--- src/rtl/rs232_pkg.sv ---
// Shared types and constants for the RS232 serial-download engine.
package rs232_pkg;

  localparam int RX_PTR_W       = 3;
  localparam int WORD_W         = 32;
  localparam int BYTES_PER_WORD = 4;
  localparam int CNT_W          = $clog2(BYTES_PER_WORD);

  typedef enum logic [1:0] {
    IDLE  = 2'd0,
    ECHO  = 2'd1,
    WRITE = 2'd2
  } state_e;

endpackage

--- src/rtl/rs232_word_assembler.sv ---
// Packs echoed bytes MSB-first into a word and tracks position within the word.
module rs232_word_assembler
  import rs232_pkg::*;
(
  input  logic              clk,
  input  logic              rst,
  input  logic              clr,
  input  logic              shift_en,
  input  logic [7:0]        byte_in,
  output logic [WORD_W-1:0] word,
  output logic [CNT_W-1:0]  cnt,
  output logic              word_ready
);

  // High while the next shift delivers the final byte of the word.
  assign word_ready = (cnt == CNT_W'(BYTES_PER_WORD - 1));

  always_ff @(posedge clk) begin
    if (rst || clr) begin
      word <= '0;
      cnt  <= '0;
    end else if (shift_en) begin
      word <= {word[WORD_W-9:0], byte_in};
      cnt  <= cnt + CNT_W'(1);
    end
  end

endmodule

--- src/rtl/rs232_programmer.sv ---
// Drains the UART RX buffer, echoes each byte to TX, and writes every four
// bytes as one 32-bit word to program memory at an auto-incrementing address.
module rs232_programmer
  import rs232_pkg::*;
(
  input  logic                clk,
  input  logic                rst,
  input  logic                enable,
  output logic [7:0]          oInfobyte,
  output logic [WORD_W-1:0]   dout,
  output logic [WORD_W-1:0]   addr_out,
  output logic                we,
  output logic [7:0]          iData_RS232,
  output logic                WriteEnable_RS232,
  input  logic                oWrBuffer_full_RS232,
  input  logic [7:0]          oData_RS232,
  output logic [RX_PTR_W-1:0] read_addr_RS232,
  input  logic [RX_PTR_W-1:0] rx_addr_RS232
);

  state_e              state;
  logic [7:0]          byte_r;
  logic [WORD_W-1:0]   word;
  logic [CNT_W-1:0]    cnt;
  logic                word_ready;
  logic                shift_en;
  logic                rx_avail;

  assign rx_avail = (read_addr_RS232 != rx_addr_RS232);
  assign shift_en = enable && (state == ECHO) && !oWrBuffer_full_RS232;

  rs232_word_assembler u_asm (
    .clk        (clk),
    .rst        (rst),
    .clr        (!enable),
    .shift_en   (shift_en),
    .byte_in    (byte_r),
    .word       (word),
    .cnt        (cnt),
    .word_ready (word_ready)
  );

  always_ff @(posedge clk) begin
    if (rst) begin
      state             <= IDLE;
      byte_r            <= '0;
      oInfobyte         <= '0;
      dout              <= '0;
      addr_out          <= '0;
      we                <= 1'b0;
      iData_RS232       <= '0;
      WriteEnable_RS232 <= 1'b0;
      read_addr_RS232   <= '0;
    end else begin
      we                <= 1'b0;
      WriteEnable_RS232 <= 1'b0;
      if (!enable) begin
        // Session cleared; RX pointer, info byte and last word are kept.
        state    <= IDLE;
        addr_out <= '0;
      end else begin
        if (we) addr_out <= addr_out + 1'b1;
        case (state)
          IDLE: begin
            if (rx_avail) begin
              byte_r          <= oData_RS232;
              read_addr_RS232 <= read_addr_RS232 + 1'b1;
              state           <= ECHO;
            end
          end
          ECHO: begin
            if (!oWrBuffer_full_RS232) begin
              iData_RS232       <= byte_r;
              WriteEnable_RS232 <= 1'b1;
              oInfobyte         <= byte_r;
              state             <= word_ready ? WRITE : IDLE;
            end
          end
          WRITE: begin
            dout  <= word;
            we    <= 1'b1;
            state <= IDLE;
          end
          default: state <= IDLE;
        endcase
      end
    end
  end

endmodule

--- config.mk ---
export PLATFORM = sky130hd
export DESIGN_NAME = rs232_programmer
export DESIGN_NICKNAME = d
export VERILOG_FILES = /design/src/rtl/rs232_pkg.sv /design/src/rtl/rs232_word_assembler.sv /design/src/rtl/rs232_programmer.sv
export SDC_FILE = /design/constraint.sdc
export NUM_CORES = 1
export LEC_CHECK = 0
export CORE_UTILIZATION = 45
export CTS_CLUSTER_SIZE = 10
export DETAILED_ROUTE_END_ITERATION = 8
export DONT_BUFFER_PORTS = 1
export GPL_ROUTABILITY_DRIVEN = 0
export GPL_TIMING_DRIVEN = 0
export PLACE_DENSITY = 0.65
export SKIP_CTS_REPAIR_TIMING = 1
export SLEW_MARGIN = 20
export SYNTH_ARGS = -nofsm -noshare
export SYNTH_HDL_FRONTEND = slang
export SYNTH_SLANG_ARGS = --single-unit
--- constraint.sdc ---
create_clock -name clk -period 4.5 [get_ports clk]
set_input_delay 0.9 -clock clk [delete_from_list [all_inputs] [get_ports clk]]
set_output_delay 0.9 -clock clk [all_outputs]
set_load 0.05 [all_outputs]
==> flow_summary.yaml, run 1 <==
run_status:
  status: "finished clean"
timing:
  setup_viol: 0
  max_slew.worst_pin.slew_ns: 0.717
  grt_setup_unrepaired: "no"
  skew_ns: 0.0121
  finalCritPeriodShare_pct: 58.6
  hold_viol: 0
  fmaxAchievable_ghz: 0.379
  period_needed_ns: 2.64
  finalMaxSlewViolations: 0
  slew_headroom_pct: 52.1
  fin_tns_setup_ns: 0
pwr:
  powerDensity_mw_per_mm2: 456
  p_sw_share_pct: 20.9
  p_clk_share_pct: 53.1
  peakVddDrop_mv: 0.211
  p_int_uw: 1970
  p_switching_uw: 519
  comb_power_share_pct: 2.6
  seqPwrFrac_pct: 44.3
  p_leak_uw: 0.00181
synthesis:
  ys_warn_count: 0
  synthMuxAreaShare_pct: 2.12
  synthSimpleGateAreaFrac_pct: 24.3
  synthXorXnorAreaFrac_pct: 2.97
  synth_edf_count: 0
  avgSynthCellArea_um2: 8.37
  synthFlopType: "dfxtp_1"
  synth-seq-cells: 121
  synth-adder-area-share_pct: 0.796
  async_flop_share_pct: 0
  synthCells: 563
  synth_top_area_cell: "dfxtp_1"
  yosys.area.top_type_share_pct: 51.4
  synthTopCellsByArea: "dfxtp_1 51%, nand2_1 12%, a21oi_1 9.6%"
  synth_top_family_by_area: "simple AND/OR/NAND/NOR gates"
  yosysSeqAreaShare_pct: 51.4
  synth_compound_area_share_pct: 13.8
  yosys.cell_types.count: 40
  synth_fp_nets: 581
  syn-cell-area_mm2: 0.00471
clocking:
  clock_latency_ns: 0.51
  cts_sinks: 121
  htreeDepth: 4
  cts_made_buffers: 17
  clockBufferDepth: 2
  cts_root_buf: "clkbuf_8"
  cts.clk_slew.worst_paths_ns: 0.06
  cts_tree: "yes"
final_layout:
  fin_util_pct: 54.8
  area_delta_synth_final_pct: 15.7
  fin_cells: 726
  n_fill_cell: 917
  antenna_cells: 0
  nets: 600
  layout-drive-gt1-share_pct: 7.93
global_route:
  grt_usage_pct: 21.8
  grt_first_pass_wirelength_mm: 18.7
  grt_overflow: 0
  grt_pass1_vias: 3822
  antenna_found_initial: 0
  grt_max_degree: 17
routing:
  avgViaCountPerCell: 5.47
  drtIter0Drc: 156
  drc: 0
  routedWlPerCell_um: 15.8
  dr.pass1.iters: 6
  wl_mm: 11.4
  num_vias: 3968
  drt.antenna.violating_nets: 0
setup_path:
  path_buf_inv: 1
  critPathMaxFanout: 10
  cp.arrival_ns: 3.07
  path_delay_family: "simple AND/OR/NAND/NOR gates"
  slowest_stage: "dfxtp_1"
  crit_chain: "ha_1 -> nand4_2 -> or3_1 -> buf_2 -> or4_1 -> a21oi_1"
  rrSetupSlack_ns: 1.86
  slowest_delay_ns: 0.75
  crit_path_end_kind: "flop"
  cp-start-kind: "flop"
  path_class: "reg -> reg"
  required_ns: 4.93
floorplanning:
  core_area_mm2: 0.00995
  die_w_um: 104
  rows: 36
  die_area_mm2: 0.0109
  die_y_um: 104
  initial_core_util_pct: 47.4
  io_pins: 100
min_path:
  worstHoldPathType: "reg -> reg"
run:
  maxCapViolations: 0
placed_design:
  port_buffers: 0
  dp.cells: 696
  dp_hpwl_mm: 8.18
## power groups by stage
stage / Sequential (µW) / Clock (µW) / Combinational [µW]
6_report: 1100 / 1320 / 65.8
5_1_grt: 1100 / 1400 / 73.7
4_1_cts: 1100 / 1340 / 66.3
3_5_place_dp: 1120 / 0 / 66.0
3_3_place_gp: 1120 / 0 / 64.0
2_1_floorplan: 1120 / 0 / 51.0
## routing by layer
layer | track usage [%] | up-vias | share of wire [%]
li1 | - | 1966 | -
met1 | 27.3 | 1875 | 45
met2 | 34.4 | 112 | 47
met3 | 7.89 | 15 | 6.8
met4 | 7.86 | 0 | 1.4
met5 | 0 | - | 0
## tightest hold or removal path, stage by stage (launching register included)
cell,delay (ns)
dfxtp_1,0.31
nand2_1,0.05
a21oi_1,0.05
## Yosys cell counts (2+ instances only)
library cell,n
nand2_1,155
dfxtp_1,121
a21oi_1,90
clkbuf_1,28
nor2_1,27
or4_1,13
o31ai_1,12
mux2i_1,10
xnor2_1,10
buf_4,9
nand3_1,9
nand4_1,9
and3_1,6
inv_1,6
nor3_1,6
xor2_1,6
and4_1,5
a31oi_1,4
and2_1,4
a41o_1,3
buf_2,3
ha_1,3
o21ai_0,3
or3_1,3
buf_1,2
nand4_2,2
## worst paths after layout
check | from | end | cells after the start
hold reg to reg | u_asm.word[28] | dout[28] | 2
hold / removal | u_asm.word[28] | dout[28] | 2
setup reg to reg | addr_out[0] | addr_out[28] | 6
setup / recovery | addr_out[0] | addr_out[28] | 6
## cell usage in the layout (no fill, tap or decap), types with 4 or more instances in the layout
cell type / Yosys / final
nand2_1: 155 / 155
dfxtp_1: 121 / 121
a21oi_1: 90 / 90
clkbuf_1: 28 / 31
nor2_1: 27 / 27
clkbuf_16: 0 / 16
or4_1: 13 / 13
o31ai_1: 12 / 12
xnor2_1: 10 / 10
mux2i_1: 10 / 10
nand4_1: 9 / 9
nand3_1: 9 / 9
buf_4: 9 / 9
and3_1: 6 / 6
xor2_1: 6 / 6
nor3_1: 6 / 6
inv_1: 6 / 6
and4_1: 5 / 5
and2_1: 4 / 4
a31oi_1: 4 / 4
## per-stage QoR
step / instance area, µm² / worst slack, ns / hold WS (ns) / power [µW]
after floorplan: 4710 / 2.18 / 0.426 / 1170
after global placement: 4880 / 1.89 / 0.446 / 1190
after detailed placement: 4880 / 1.87 / 0.448 / 1190
after CTS: 5460 / 1.88 / 0.461 / 2510
after global routing: 5460 / 1.75 / 0.477 / 2570
final: 5460 / 1.86 / 0.455 / 2490
## area by class of cell
type	count	area, µm²	share of cell area [%]
Sequential cell	121	2420	44.4
Multi-Input combinational cell	394	2070	38.0
Clock buffer	22	453	8.30
Buffer	42	195	3.58
Tap cell	133	166	3.05
Clock inverter	8	121	2.22
Inverter	6	22.5	0.413
## registers in the layout, indices dropped and copies added (netlist names)
name	flops
u_asm.word	32
byte_r	8
read_addr_RS232	3
u_asm.cnt	2
we	1
iData_RS232	8
addr_out	32
WriteEnable_RS232	1
dout	32
state	2
## logic make-up after synthesis
family	after synthesis
muxes	10
and+or+nand+nor	249
DFF	121
xor gates and xnor gates	16
buffers and inverters	48
adders and majority gates	3
AOI/OAI and AO/OA	116
No activity file was read; power rests on OpenSTA's default activity.
==> inputs of run 2 (changes only) <==
==> constraint.sdc (replaced) <==
create_clock -name clk -period 2.6 [get_ports clk]
set_input_delay 0.52 -clock clk [delete_from_list [all_inputs] [get_ports clk]]
set_output_delay 0.52 -clock clk [all_outputs]
set_load 0.05 [all_outputs]
==> flow_summary.yaml, run 2 (synthesis gave the netlist of run 1 again) <==
run_status:
  status: "finished clean"
floorplanning:
  initial_core_util_pct: 47.4
  die_y_um: 104
  die_w_um: 104
  die_area_mm2: 0.0109
  core_area_mm2: 0.00995
  io_pins: 100
  rows: 36
timing:
  finalMaxSlewViolations: 0
  skew_ns: 0.0106
  slew_headroom_pct: 52.1
  period_needed_ns: 2.46
  worst_slack_ns: 0.144
  finalCritPeriodShare_pct: 94.5
  fin_worst_hold_slack_ns: 0.157
  fmaxAchievable_ghz: 0.407
  fin_tns_setup_ns: 0
  setup_viol: 0
  grt_setup_unrepaired: "no"
  max_slew.worst_pin.slew_ns: 0.717
  hold_viol: 0
setup_path:
  cp.depth: 5
  rr_endpoint: "addr_out[31]"
  slowest_delay_ns: 0.74
  crit_chain: "and4_1 -> nand3_1 -> buf_2 -> or4_1 -> a21oi_1"
  cp-start-kind: "flop"
  path_class: "reg -> reg"
  slowest_stage: "dfxtp_1"
  cp.arrival_ns: 2.89
  path_buf_inv: 1
  critPathMaxFanout: 10
  crit_path_end_kind: "flop"
  required_ns: 3.04
  path_delay_family: "simple AND/OR/NAND/NOR gates"
  rrSetupSlack_ns: 0.14
  reg2regPathDepth: 5
  worstSetupStartpoint: "addr_out[2]"
  crit_end: "addr_out[31]"
  worstReg2RegStart: "addr_out[2]"
global_route:
  antenna_found_initial: 0
  grt_overflow: 0
  grt_first_pass_wirelength_mm: 18.7
  grt_pass1_vias: 3822
  grt_usage_pct: 21.8
  grt_max_degree: 17
final_layout:
  layout-drive-gt1-share_pct: 8.43
  fin_cells: 726
  area_delta_synth_final_pct: 15.8
  nets: 600
  stdcell_area_mm2: 0.00546
  antenna_cells: 0
  n_fill_cell: 916
  layout_common_cells: "155 x nand2_1, 118 x dfxtp_1, 90 x a21oi_1, 31 x clkbuf_1, 27 x nor2_1"
  final_common_cell: "nand2_1"
  largest_registers: "addr_out: 32 flops, dout: 32 flops, u_asm.word: 32 flops"
clocking:
  clockBufferDepth: 2
  cts_tree: "yes"
  cts_root_buf: "clkbuf_8"
  clock_latency_ns: 0.51
  htreeDepth: 4
  cts.clk_slew.worst_paths_ns: 0.06
  cts_sinks: 121
  cts_made_buffers: 17
routing:
  drtIter0Drc: 156
  drt.antenna.violating_nets: 0
  routedWlPerCell_um: 15.8
  dr.pass1.iters: 6
  wl_mm: 11.4
  num_vias: 3966
  drc: 0
  avgViaCountPerCell: 5.46
pwr:
  p_leak_uw: 0.00181
  powerDensity_mw_per_mm2: 788
  peakVddDrop_mv: 0.366
min_path:
  worstHoldPathType: "in -> reg"
  holdPathStages: 2
placed_design:
  place_area_mm2: 0.00488
  dp_hpwl_mm: 8.18
  place_ws_ns: -0.0110
  dp.cells: 696
  port_buffers: 0
run:
  maxCapViolations: 0
run 2: cell count changes in the layout (fill, tap and decap cells not counted):
cell	previous run	this run
dfxtp_1	121	118
dfxtp_2	0	3
run 2: how the worst min path moves through the flow:
stage,start,endpoint
final,oData_RS232[2],byte_r[2]
after global routing,oData_RS232[2],byte_r[2]
after CTS,oData_RS232[2],byte_r[2]
after detailed placement,state[0],we
after global placement,u_asm.word[26],dout[26]
after floorplan,state[0],we
run 2: power breakdown:
group	internal, µW	total [µW]	leakage (µW)	switching [µW]
Combinational	37.2	114	0.000553	76.7
Clock	1490	2290	0.000281	791
Sequential	1870	1900	0.000978	32.4
run 2: metal layers:
metal	track usage, %	vias up	share of wire (%)
met5	0	-	0
met3	7.89	16	6.9
met4	7.86	0	1.4
li1	-	1966	-
met1	27.3	1871	45
met2	34.4	113	47
run 2: area by class of cell:
cell class	count	area [µm²]	area share, %
plain buffers	42	195	3.58
clock buffers	22	453	8.30
clock inverters	8	121	2.22
inverters	6	22.5	0.413
multi-input cells	394	2070	38.0
flip-flops and latches	121	2430	44.4
well taps	133	166	3.05
run 2: metrics by stage:
stage          total power (µW)  utilization [%]
6_report                   4300             54.8
5_1_grt                    4450             54.8
4_1_cts                    4340             54.8
3_5_place_dp               2060             49.0
3_3_place_gp               2050             49.0
2_1_floorplan              2030                -
==> inputs of run 3 (changes only) <==
--- a/config.mk
+++ b/config.mk
@@ -10,7 +10,6 @@
 export DETAILED_ROUTE_END_ITERATION = 8
 export DONT_BUFFER_PORTS = 1
 export GPL_ROUTABILITY_DRIVEN = 0
-export GPL_TIMING_DRIVEN = 0
 export PLACE_DENSITY = 0.65
 export SKIP_CTS_REPAIR_TIMING = 1
 export SLEW_MARGIN = 20
==> flow_summary.yaml, run 3 (synthesis gave the netlist of run 1 again) <==
setup_path:
  rr_endpoint: "addr_out[23]"
  rrSetupSlack_ns: 0.44
  crit_chain: "and4_1 -> nand3_1 -> or4_1 -> a21oi_1"
  crit_path_end_kind: "flop"
  cp-start-kind: "flop"
  slowest_delay_ns: 0.62
  path_class: "reg -> reg"
  required_ns: 3.02
  cp.arrival_ns: 2.58
  worstReg2RegStart: "we"
  slowest_stage: "or4_1"
  reg2regPathDepth: 4
  critPathMaxFanout: 15
timing:
  slew_headroom_pct: 53.1
  finalMaxSlewViolations: 0
  fin_worst_hold_slack_ns: 0.0880
  skew_ns: 0.00704
  max_slew.worst_pin.slew_ns: 0.704
  fmaxAchievable_ghz: 0.463
  hold_viol: 0
  fin_tns_setup_ns: 0
  setup_viol: 0
  grt_setup_unrepaired: "no"
  finalCritPeriodShare_pct: 83.0
  period_needed_ns: 2.16
floorplanning:
  die_y_um: 104
  die_w_um: 104
  core_area_mm2: 0.00995
  initial_core_util_pct: 47.4
  rows: 36
  io_pins: 100
  die_area_mm2: 0.0109
final_layout:
  n_fill_cell: 905
  largest_registers: "addr_out: 32 flops, dout: 32 flops, u_asm.word: 32 flops"
  final_common_cell: "nand2_1"
  antenna_cells: 0
  area_delta_synth_final_pct: 20.6
  nets: 607
  layout_common_cells: "155 x nand2_1, 121 x dfxtp_1, 90 x a21oi_1, 48 x buf_4, 27 x nor2_1"
  layout-drive-gt1-share_pct: 14.6
global_route:
  grt_max_degree: 54
  grt_usage_pct: 21.2
  grt_pass1_vias: 3827
  grt_first_pass_wirelength_mm: 18.5
  grt_overflow: 0
  antenna_found_initial: 0
clocking:
  cts_root_buf: "clkbuf_8"
  cts_tree: "yes"
  clock_latency_ns: 0.51
  htreeDepth: 4
  clockBufferDepth: 2
  cts_sinks: 121
  cts_made_buffers: 17
  cts.clk_slew.worst_paths_ns: 0.06
routing:
  drt.antenna.violating_nets: 0
  routedWlPerCell_um: 15.1
  wl_mm: 11.1
  dr.pass1.iters: 4
  avgViaCountPerCell: 5.40
  num_vias: 3966
  drtIter0Drc: 161
  drc: 0
run:
  maxCapViolations: 0
pwr:
  peakVddDrop_mv: 0.377
  p_leak_uw: 0.00200
  powerDensity_mw_per_mm2: 779
placed_design:
  dp_hpwl_mm: 7.31
  port_buffers: 0
run_status:
  status: "finished clean"
min_path:
  worstHoldPathType: "in -> reg"
  hold_end: "iData_RS232[2]"
  holdPathStages: 1
  hp-start: "rst"
==> run 3: where the power goes <==
group | internal [µW] | switching (µW)
clock | 1610 | 815
sequential | 1870 | 9.26
combinational | 42.2 | 83.3
==> run 3: per-layer routing <==
layer  part of all wire [%]  track usage (%)  vias to the layer above
met2                     47             33.5                      117
met1                     44             25.5                     1863
li1                       -                -                     1975
met4                    1.2             10.5                        0
met3                    7.4             7.27                       11
met5                      0                0                        -
==> run 3: layout make-up <==
class	count	area (µm²)	share of cell area [%]
clock buffers	21	449	7.90
clock inverters	11	169	2.97
inverters	6	22.5	0.396
multi-input cells	394	2080	36.5
flip-flops and latches	121	2420	42.6
well taps	133	166	2.93
repair buffers	49	380	6.69
==> run 3: per-stage QoR <==
stage	setup slack, ns	total power, µW	instance area, µm²	utilization, %	std cells
2_1_floorplan	0.283	2030	4710	-	563
3_3_place_gp	0.618	2040	5070	50.9	703
3_5_place_dp	0.489	2050	5070	50.9	703
4_1_cts	0.443	4480	5690	57.1	735
5_1_grt	0.297	4580	5690	57.1	735
6_report	0.441	4430	5690	57.1	735
==> run 3: worst max-delay path by stage <==
stage,startpoint,to,slack (ns)
final,we,addr_out[23],0.44
after global routing,we,addr_out[29],0.30
after CTS,we,addr_out[23],0.44
after detailed placement,we,addr_out[29],0.49
after global placement,we,addr_out[29],0.62
after floorplan,addr_out[0],addr_out[30],0.28
==> run 3: worst max-delay path, delay by kind of cell (launching register included) <==
kind | cells | cell delay, ns
compound gates | 1 | 0.18
flops | 1 | 0.50
simple gates | 3 | 1.39
